`config.mk`:
```
export PLATFORM = sky130hd
export DESIGN_NAME = semi_executor
export DESIGN_NICKNAME = d
export VERILOG_FILES = /design/src/rtl/semi_executor_pkg.sv /design/src/rtl/manoeuvre_timer.sv /design/src/rtl/semi_executor.sv
export SDC_FILE = /design/constraint.sdc
export NUM_CORES = 1
export LEC_CHECK = 0
export CAP_MARGIN = 10
export CORE_MARGIN = 2
export CORE_UTILIZATION = 55
export DETAILED_ROUTE_END_ITERATION = 10
export GPL_TIMING_DRIVEN = 0
export PLACE_DENSITY = 0.74
export SLEW_MARGIN = 20
export SYNTH_ARGS = -nofsm -noshare
export SYNTH_HDL_FRONTEND = slang
export SYNTH_HIERARCHICAL = 1
export SYNTH_SLANG_ARGS = --single-unit
```
`constraint.sdc`:
```
create_clock -name clk -period 4.6 [get_ports clk]
set_input_delay 0.69 -clock clk [delete_from_list [all_inputs] [get_ports clk]]
set_output_delay 0.69 -clock clk [all_outputs]
set_load 0.05 [all_outputs]
```
`src/rtl/semi_executor_pkg.sv`:
```
// Shared car-simulation definitions: command codes, executor FSM states and timer width.
// Imported by the semi-command stage and the semi-auto executor.
package semi_executor_pkg;

    localparam int unsigned CNT_W = 28;

    typedef enum logic [1:0] {
        CmdNone     = 2'b00,
        CmdStraight = 2'b01,
        CmdTurn90   = 2'b10,
        CmdUTurn    = 2'b11
    } cmd_e;

    typedef enum logic [2:0] {
        StIdle    = 3'd0,
        StCruise  = 3'd1,
        StWaitCmd = 3'd2,
        StTurn    = 3'd3,
        StLeave   = 3'd4
    } state_e;

    // Detectors read 1 for a wall; an open side or a wall ahead marks a junction.
    function automatic logic is_junction(input logic front, input logic left, input logic right);
        return front || !left || !right;
    endfunction

endpackage

```
`src/rtl/manoeuvre_timer.sv`:
```
// Saturating down-counter timing one manoeuvre; reusable by any mode.
// done flags the last counted cycle so the owner can leave on that edge.
import semi_executor_pkg::*;

module manoeuvre_timer #(
    parameter int unsigned WIDTH = CNT_W
) (
    input  logic             clk,
    input  logic             rst,
    input  logic             load,
    input  logic [WIDTH-1:0] load_value,
    input  logic             count,
    output logic             done
);

    logic [WIDTH-1:0] count_q, count_d;

    always_comb begin
        count_d = count_q;
        if (load) begin
            count_d = load_value;
        end else if (count && (count_q != '0)) begin
            count_d = count_q - WIDTH'(1);
        end
    end

    always_ff @(posedge clk) begin
        if (rst) begin
            count_q <= '0;
        end else begin
            count_q <= count_d;
        end
    end

    assign done = (count_q <= WIDTH'(1));

endmodule

```
`src/rtl/semi_executor.sv`:
```
// Semi-auto executor: cruises to a junction, waits for a command, then turns and/or
// drives forward to clear the junction. All outputs are registered from the next state.
import semi_executor_pkg::*;

module semi_executor #(
    parameter int unsigned TURN_CYCLES  = 90_000_000,
    parameter int unsigned LEAVE_CYCLES = 50_000_000
) (
    input  logic       clk,
    input  logic       rst,
    input  logic       enable,
    input  logic [1:0] cmd,
    input  logic       clockwise,
    input  logic       det_front,
    input  logic       det_left,
    input  logic       det_right,
    output logic       cmd_ready,
    output logic       move_forward,
    output logic       turn_left,
    output logic       turn_right,
    output logic       at_junction
);

    localparam logic [CNT_W-1:0] TurnLoad  = CNT_W'(TURN_CYCLES);
    localparam logic [CNT_W-1:0] UTurnLoad = CNT_W'(2 * TURN_CYCLES);
    localparam logic [CNT_W-1:0] LeaveLoad = CNT_W'(LEAVE_CYCLES);

    state_e           state_q, state_d;
    logic             dir_q, dir_d;
    logic             tmr_load, tmr_count, tmr_done;
    logic [CNT_W-1:0] tmr_value;

    logic cmd_ready_q, move_forward_q, turn_left_q, turn_right_q, at_junction_q;
    logic cmd_ready_d, move_forward_d, turn_left_d, turn_right_d, at_junction_d;

    manoeuvre_timer #(
        .WIDTH (CNT_W)
    ) u_timer (
        .clk        (clk),
        .rst        (rst),
        .load       (tmr_load),
        .load_value (tmr_value),
        .count      (tmr_count),
        .done       (tmr_done)
    );

    always_comb begin
        state_d   = state_q;
        dir_d     = dir_q;
        tmr_load  = 1'b0;
        tmr_value = '0;
        tmr_count = 1'b0;
        if (!enable) begin
            // Leaving semi-auto mode wipes any manoeuvre in progress.
            state_d  = StIdle;
            dir_d    = 1'b0;
            tmr_load = 1'b1;
        end else begin
            unique case (state_q)
                StIdle: state_d = StCruise;
                StCruise: begin
                    if (is_junction(det_front, det_left, det_right)) begin
                        state_d = StWaitCmd;
                    end
                end
                StWaitCmd: begin
                    unique case (cmd_e'(cmd))
                        CmdNone: ;
                        CmdStraight: begin
                            state_d   = StLeave;
                            dir_d     = clockwise;
                            tmr_load  = 1'b1;
                            tmr_value = LeaveLoad;
                        end
                        CmdTurn90: begin
                            state_d   = StTurn;
                            dir_d     = clockwise;
                            tmr_load  = 1'b1;
                            tmr_value = TurnLoad;
                        end
                        CmdUTurn: begin
                            state_d   = StTurn;
                            dir_d     = clockwise;
                            tmr_load  = 1'b1;
                            tmr_value = UTurnLoad;
                        end
                    endcase
                end
                StTurn: begin
                    if (tmr_done) begin
                        state_d   = StLeave;
                        tmr_load  = 1'b1;
                        tmr_value = LeaveLoad;
                    end else begin
                        tmr_count = 1'b1;
                    end
                end
                StLeave: begin
                    // Side detectors still see the junction being cleared, so only
                    // a wall ahead matters here.
                    if (det_front) begin
                        state_d  = StWaitCmd;
                        tmr_load = 1'b1;
                    end else if (tmr_done) begin
                        state_d = StCruise;
                    end else begin
                        tmr_count = 1'b1;
                    end
                end
                default: state_d = StIdle;
            endcase
        end
    end

    always_comb begin
        cmd_ready_d    = (state_d == StWaitCmd);
        move_forward_d = (state_d == StCruise) || (state_d == StLeave);
        turn_left_d    = (state_d == StTurn) && !dir_d;
        turn_right_d   = (state_d == StTurn) && dir_d;
        at_junction_d  = (state_d == StWaitCmd) || (state_d == StTurn) || (state_d == StLeave);
    end

    always_ff @(posedge clk) begin
        if (rst) begin
            state_q        <= StIdle;
            dir_q          <= 1'b0;
            cmd_ready_q    <= 1'b0;
            move_forward_q <= 1'b0;
            turn_left_q    <= 1'b0;
            turn_right_q   <= 1'b0;
            at_junction_q  <= 1'b0;
        end else begin
            state_q        <= state_d;
            dir_q          <= dir_d;
            cmd_ready_q    <= cmd_ready_d;
            move_forward_q <= move_forward_d;
            turn_left_q    <= turn_left_d;
            turn_right_q   <= turn_right_d;
            at_junction_q  <= at_junction_d;
        end
    end

    assign cmd_ready    = cmd_ready_q;
    assign move_forward = move_forward_q;
    assign turn_left    = turn_left_q;
    assign turn_right   = turn_right_q;
    assign at_junction  = at_junction_q;

endmodule

```
Yosys cells after proc, flatten, opt, wreduce, memory -nomap -nowiden
Index checks and enable logic that the tools add are counted.
{ "word_totals": {"ff_bits": 37} }
{ "classes": {"addsub": 1, "magnitude_cmp": 1, "n_eq_ne": 11, "mux": 25, "reduce_logical": 16} }
{ "op_table": {"columns": ["operator", "n"], "rows": [
  ["28-bit two-way mux", 3],
  ["28-bit case mux with 3 select lines", 1],
  ["28-bit case mux with 2 select lines", 1],
  ["28-bit by 1-bit <= comparator with 1-bit output, second input constant", 1],
  ["28-bit nonzero test", 1],
  ["28-bit by 1-bit subtractor with 28-bit output, second input constant", 1],
  ["26-bit two-way mux", 1],
  ["3-bit two-way mux", 5],
  ["3-bit case mux with 5 select lines", 1],
  ["3-bit by 2-bit equality test with 1-bit output, second input constant", 4],
  ["1-bit two-way mux", 10],
  ["3-bit by 1-bit equality test with 1-bit output, second input constant", 2],
  ["3-bit equality test, second input constant", 2],
  ["3-bit case mux with 2 select lines", 1],
  ["1-bit logical OR", 5],
  ["2-bit equality test, second input constant", 2],
  ["1-bit logical AND", 3],
  ["1-bit logical NOT", 3],
  ["3-bit logical NOT", 1],
  ["1-bit case mux with 3 select lines", 1],
  ["3-bit OR reduction", 1],
  ["2-bit by 1-bit equality test with 1-bit output, second input constant", 1],
  ["1-bit case mux with 2 select lines", 1],
  ["2-bit nonzero test", 1],
  ["2-bit OR reduction", 1]
]} }

Logic depth before layout (Yosys ltp)
Gate-level depths: netlist (run 1).
{ "logic_depth": {"word_depth": 9, "depth_mapped": 12, "mapped_depth_nobuf": 11} }

Cells and area by module
Netlist (run 1), hierarchy kept.
{ "by_module_without_submodules": {"columns": ["mod", "n_inst", "cells_per_inst", "area_each_um2", "seq_area_each_um2"], "rows": [
  ["manoeuvre_timer", 1, 229, 1840.5, 560.5],
  ["semi_executor", 1, 75, 690.7, 180.2]
]} }

Least setup slack after synthesis (run 1)
OpenSTA, ideal clock, no wires.
{ "synth_timing": {"kind": "reg-to-reg", "startpoint": "register u_timer.count_q[21]", "endpoint": "register u_timer.count_q[21]", "setup_ns": 0.103, "arrival_ns": 3.215, "required_time_ns": 4.497, "path_slack_ns": 1.282, "stages_incl_launch_ff": 11, "n_path_buf": 2, "synth_period_minus_slack_ns": 3.318, "cell_sequence": "dfxtp_1 > or4_4 > or4_4 > nor3_1 > nand2b_1 > o211ai_1 > nand3_1 > clkbuf_1 > clkbuf_1 > nor2_1 > a2111oi_2"} }
{ "synth_lines": {"columns": ["item", "line", "source"], "rows": [
  ["from (decl)", "manoeuvre_timer.sv:16", "logic [WIDTH-1:0] count_q, count_d;"],
  ["from (signal assigned)", "manoeuvre_timer.sv:31", "count_q <= count_d;"],
  ["28-bit by 1-bit <= comparator with 1-bit output *", "manoeuvre_timer.sv:35", "assign done = (count_q <= WIDTH'(1));"],
  ["net tmr_done", "semi_executor.sv:30", "logic tmr_load, tmr_count, tmr_done;"],
  ["1-bit two-way mux *", "semi_executor.sv:90", "if (tmr_done) begin"],
  ["1-bit case mux with 3 select lines *", "semi_executor.sv:59", "unique case (state_q)"],
  ["1-bit two-way mux *", "semi_executor.sv:53", "if (!enable) begin"],
  ["net tmr_load", "semi_executor.sv:30", null],
  ["28-bit two-way mux or 2-bit nonzero test (tied branches)", null, null]
]} }
The timed path passes the listed nets; every way through them passes the cells marked *. The select of a mux whose other input is x is not followed.
A chain may end at the register's enable or synchronous reset.

Worst setup path in the final report (run 1)
Same ends and word-level chain as after synthesis.

==> results of run 1 <==
## worst max path at each step
stage	startpoint	to	slack, ns	cells past startpoint
floorplan	u_timer/count_q[21]$_SDFFE_PP0P_	u_timer/count_q[21]$_SDFFE_PP0P_	1.28	10
global route	u_timer/count_q[21]$_SDFFE_PP0P_	u_timer/count_q[27]$_SDFFE_PP0P_	0.18	10
finish	u_timer/count_q[21]$_SDFFE_PP0P_	u_timer/count_q[21]$_SDFFE_PP0P_	0.59	10
CTS	u_timer/count_q[21]$_SDFFE_PP0P_	u_timer/count_q[21]$_SDFFE_PP0P_	0.59	10
detailed placement	det_front	u_timer/count_q[17]$_SDFFE_PP0P_	0.61	9
global placement	det_front	u_timer/count_q[17]$_SDFFE_PP0P_	0.61	9
## where the power goes
group	switching, µW	total, µW	internal (µW)	leakage, µW
sequential	23.0	360	337	0.000304
combinational	88.0	146	58.0	0.000597
clock	119	295	176	0.0000574
total	230	801	572	0.000959
## stage by stage
step | hold slack (ns) | cells
final | 0.533 | 383
after global routing | 0.553 | 383
after CTS | 0.520 | 383
after detailed placement | 0.507 | 375
after global placement | 0.501 | 375
after floorplan | 0.476 | 310
## cell type report
type                            count  area (µm²)
Tap cell                           52        65.1
Clock buffer                        6        82.6
Buffer                             17        82.6
Timing Repair Buffer               13         130
Clock inverter                      2        37.5
Multi-Input combinational cell    238        1660
Inverter                           18        67.6
Sequential cell                    37         741
Fill cell                         389        1520
## synthesized netlist by cell type (all sizes together) (5+ instances only)
| cell type | instances |
|---|---|
| nand2 | 15 |
| nor4 | 14 |
| nor3 | 10 |
| clkbuf | 14 |
| o31ai | 6 |
| or4 | 10 |
| a311oi | 14 |
| ha | 9 |
| nand4 | 5 |
| a2111oi | 11 |
| inv | 18 |
| nand3 | 5 |
| o21ai | 10 |
| nor3b | 5 |
| or3 | 12 |
| dfxtp | 37 |
| nand2b | 7 |
| and4 | 8 |
| a211oi | 11 |
| nor2 | 34 |
| a21oi | 6 |
## worst reg2reg max path: stages (launching register included)
cell,delay [ns]
dfxtp_1,0.36
or4_4,0.58
or4_4,0.61
nor3_1,0.53
nand2b_1,0.23
o211ai_1,0.16
nand3_1,0.18
clkbuf_1,0.37
clkbuf_1,0.44
nor2_1,0.10
a2111oi_2,0.35
## flip-flops by register name, summed over array words and instances, names as in the netlist
name and cells:
state_q 3, move_forward 1, turn_right 1, at_junction 1
dir_q 1, cmd_ready 1, turn_left 1, u_timer/count_q 28
## metal layers
layer | global-route usage (%) | up-vias | routed length (µm)
li1 | - | 1222 | -
met1 | 37.4 | 1137 | 3040
met2 | 43.1 | 95 | 2990
met3 | 4.08 | 16 | 334
met4 | 9.22 | 0 | 134
met5 | 0 | - | 0
## kinds of logic after synthesis
family | after synthesis | synth area share, %
buffers and inverters | 35 | 5.93
muxes | 2 | 0.840
DFF | 37 | 29.3
xor gates and xnor gates | 2 | 0.692
AOI/OAI and AO/OA | 69 | 22.1
adders and majority gates | 9 | 4.45
and+or+nand+nor | 149 | 36.5
other | 1 | 0.148
==> metrics.md, run 1 <==
| Metric | Value |
|---|---|
| Status | `complete, no violations` |
| Synth top area cells | `dfxtp_1, nor2_1, a311oi_1, ha_1, a211oi_1` |
| Die ar. | `5160 µm²` |
| Via density | `6.45` |
| Nets@finish | `348` |
| Final Setup Violations | `0` |
| First-pass GRT wire length | `11200 µm` |
| Drt total wl | `6500 µm` |
| Htree depth | `2` |
| Die span in x | `71.8 µm` |
| Commonest non-fill, non-tap cell in the layout | `dfxtp_1` |
| Max VDD drop | `around 0.2 mV` |
| Worst-margin pin slew | `1.12 ns` |
| Layout cells sized above 1 | `9.37%` |
| First DRT Iteration DRCs | `roughly 250` |
| Post-DP Area | `2750 µm²` |
| Root Driver | `clkbuf_8` |
| # DRC | `0` |
| WHS Path Cells | `2` |
| Post-synth EDFFs | `0` |
| CTS tree | `built` |
| Largest net degree at the start of global routing | `13` |
| Leakage | `~0.00096 µW` |
| Synth Flop Type | `dfxtp_1` |
| Synthesized instance count | `304` |
| Sum of buffers and inverters on the critical path | `2` |
| CP Class | `reg2reg` |
| Max-cap violations | `0` |
| Post-route clock period utilization | `87.2%` |
| Most frequent cells in the layout | `dfxtp_1, nor2_1, inv_1` |
| Number of I/O pins | `14` |
| Slowest CP cell | `or4_4` |
| Sequential area share after synthesis | `between 20% and 30%` |
| Clock-pin slew on the worst setup and hold paths | `0.08 ns` |
| DRT antenna net count | `0` |
| Synth top area share | `29.3%` |
| Post-CTS Setup Bufs | `0` |
| Total vias in the final route | `2470` |
| Tot Pwr | `801 µW` |
| Count of cell types in the netlist | `62` |
| Initial antenna violation count | `0` |
| Core Util, Final | `about two thirds` |
| Routability Congestion | `0.885` |
| Height of the chip | `71.8 µm` |
| Worst path cell trace | `or4_4 > or4_4 > nor3_1 > nand2b_1 > o211ai_1 > nand3_1 > clkbuf_1 > clkbuf_1 > nor2_1 > a2111oi_2` |
| Hold path start | `u_timer/count_q[26]$_SDFFE_PP0P_` |
| Vias in the first global route | `approximately 2300` |
| CTS Buf Count | `5` |
| Ys async rst share | `0%` |
| Worst Skew | `0.00668 ns` |
| CP Capture Type | `register` |
| Per-cell routed wire length | `between 15 and 20 µm` |
| Final Hold Viols | `0` |
| Rows | `24` |
| FF-to-FF End | `u_timer/count_q[21]$_SDFFE_PP0P_` |
| Hold EP | `u_timer/count_q[26]$_SDFFE_PP0P_` |
| Critical path's top delay family | `simple AND/OR/NAND/NOR gates` |
| Worst reg2reg path startpoint | `u_timer/count_q[21]$_SDFFE_PP0P_` |
| Final Max Tran Viols | `0` |
| Max incr delay on CP | `roughly 0.61 ns` |
| Largest fanout on the critical path | `10` |
| Grt ovf | `0` |
| CTS resizes | `0` |
| Hold-fix buffers, CTS | `0` |
| Critical path data arrival time | `4.19 ns` |
| Core area | `roughly 4400 µm²` |
| Rel. slew slack | `25.5%` |
| Detailed Place HPWL | `4750 µm` |
| Reg2reg path depth | `10` |
| Syn-to-layout area delta | `13.3%` |
| DRT Pass-1 Iters | `4` |
| RSZ-0062 raised after global routing | `false` |
| Pwr/cell area | `279 nW/µm²` |
| Worst slack at placement | `0.613 ns` |
| Final Worst Setup Slack | `0.591 ns` |
| Fmax | `249 MHz` |
| Design area | `2870 µm²` |
| Setup TNS | `0 ns` |
| Crit path required time | `4.79 ns` |
| Gr usage total | `27.0%` |
| Synth Warn # | `6` |
| CTS max path bufs | `2` |
| Clock Latency Late Sink | `0.29 ns` |
| Starting Density | `57.7%` |
| ANT cells | `0` |
| Port buffer count | `13` |
| Reg2Reg Setup Slack | `0.59 ns` |
| Clock sinks | `37` |
| Leading area contributor after synthesis | `dfxtp_1` |
| Synthesized cell area | `2530 µm²` |
| Mapped Avg Cell Area | `between 8 and 9 µm²` |
| Worst Setup Start Kind | `register` |
| FF+latch count, synth | `37` |
| HP Class | `reg2reg` |
| Tmin final | `4.01 ns` |
Note: power is estimated with default switching activity, not from simulation.
==> inputs of run 2 (changes only) <==
Settings changed: CTS_CLUSTER_DIAMETER from default to 80.
==> results of run 2 <==
Final layout, timing and power as in run 1 (identical DEF).
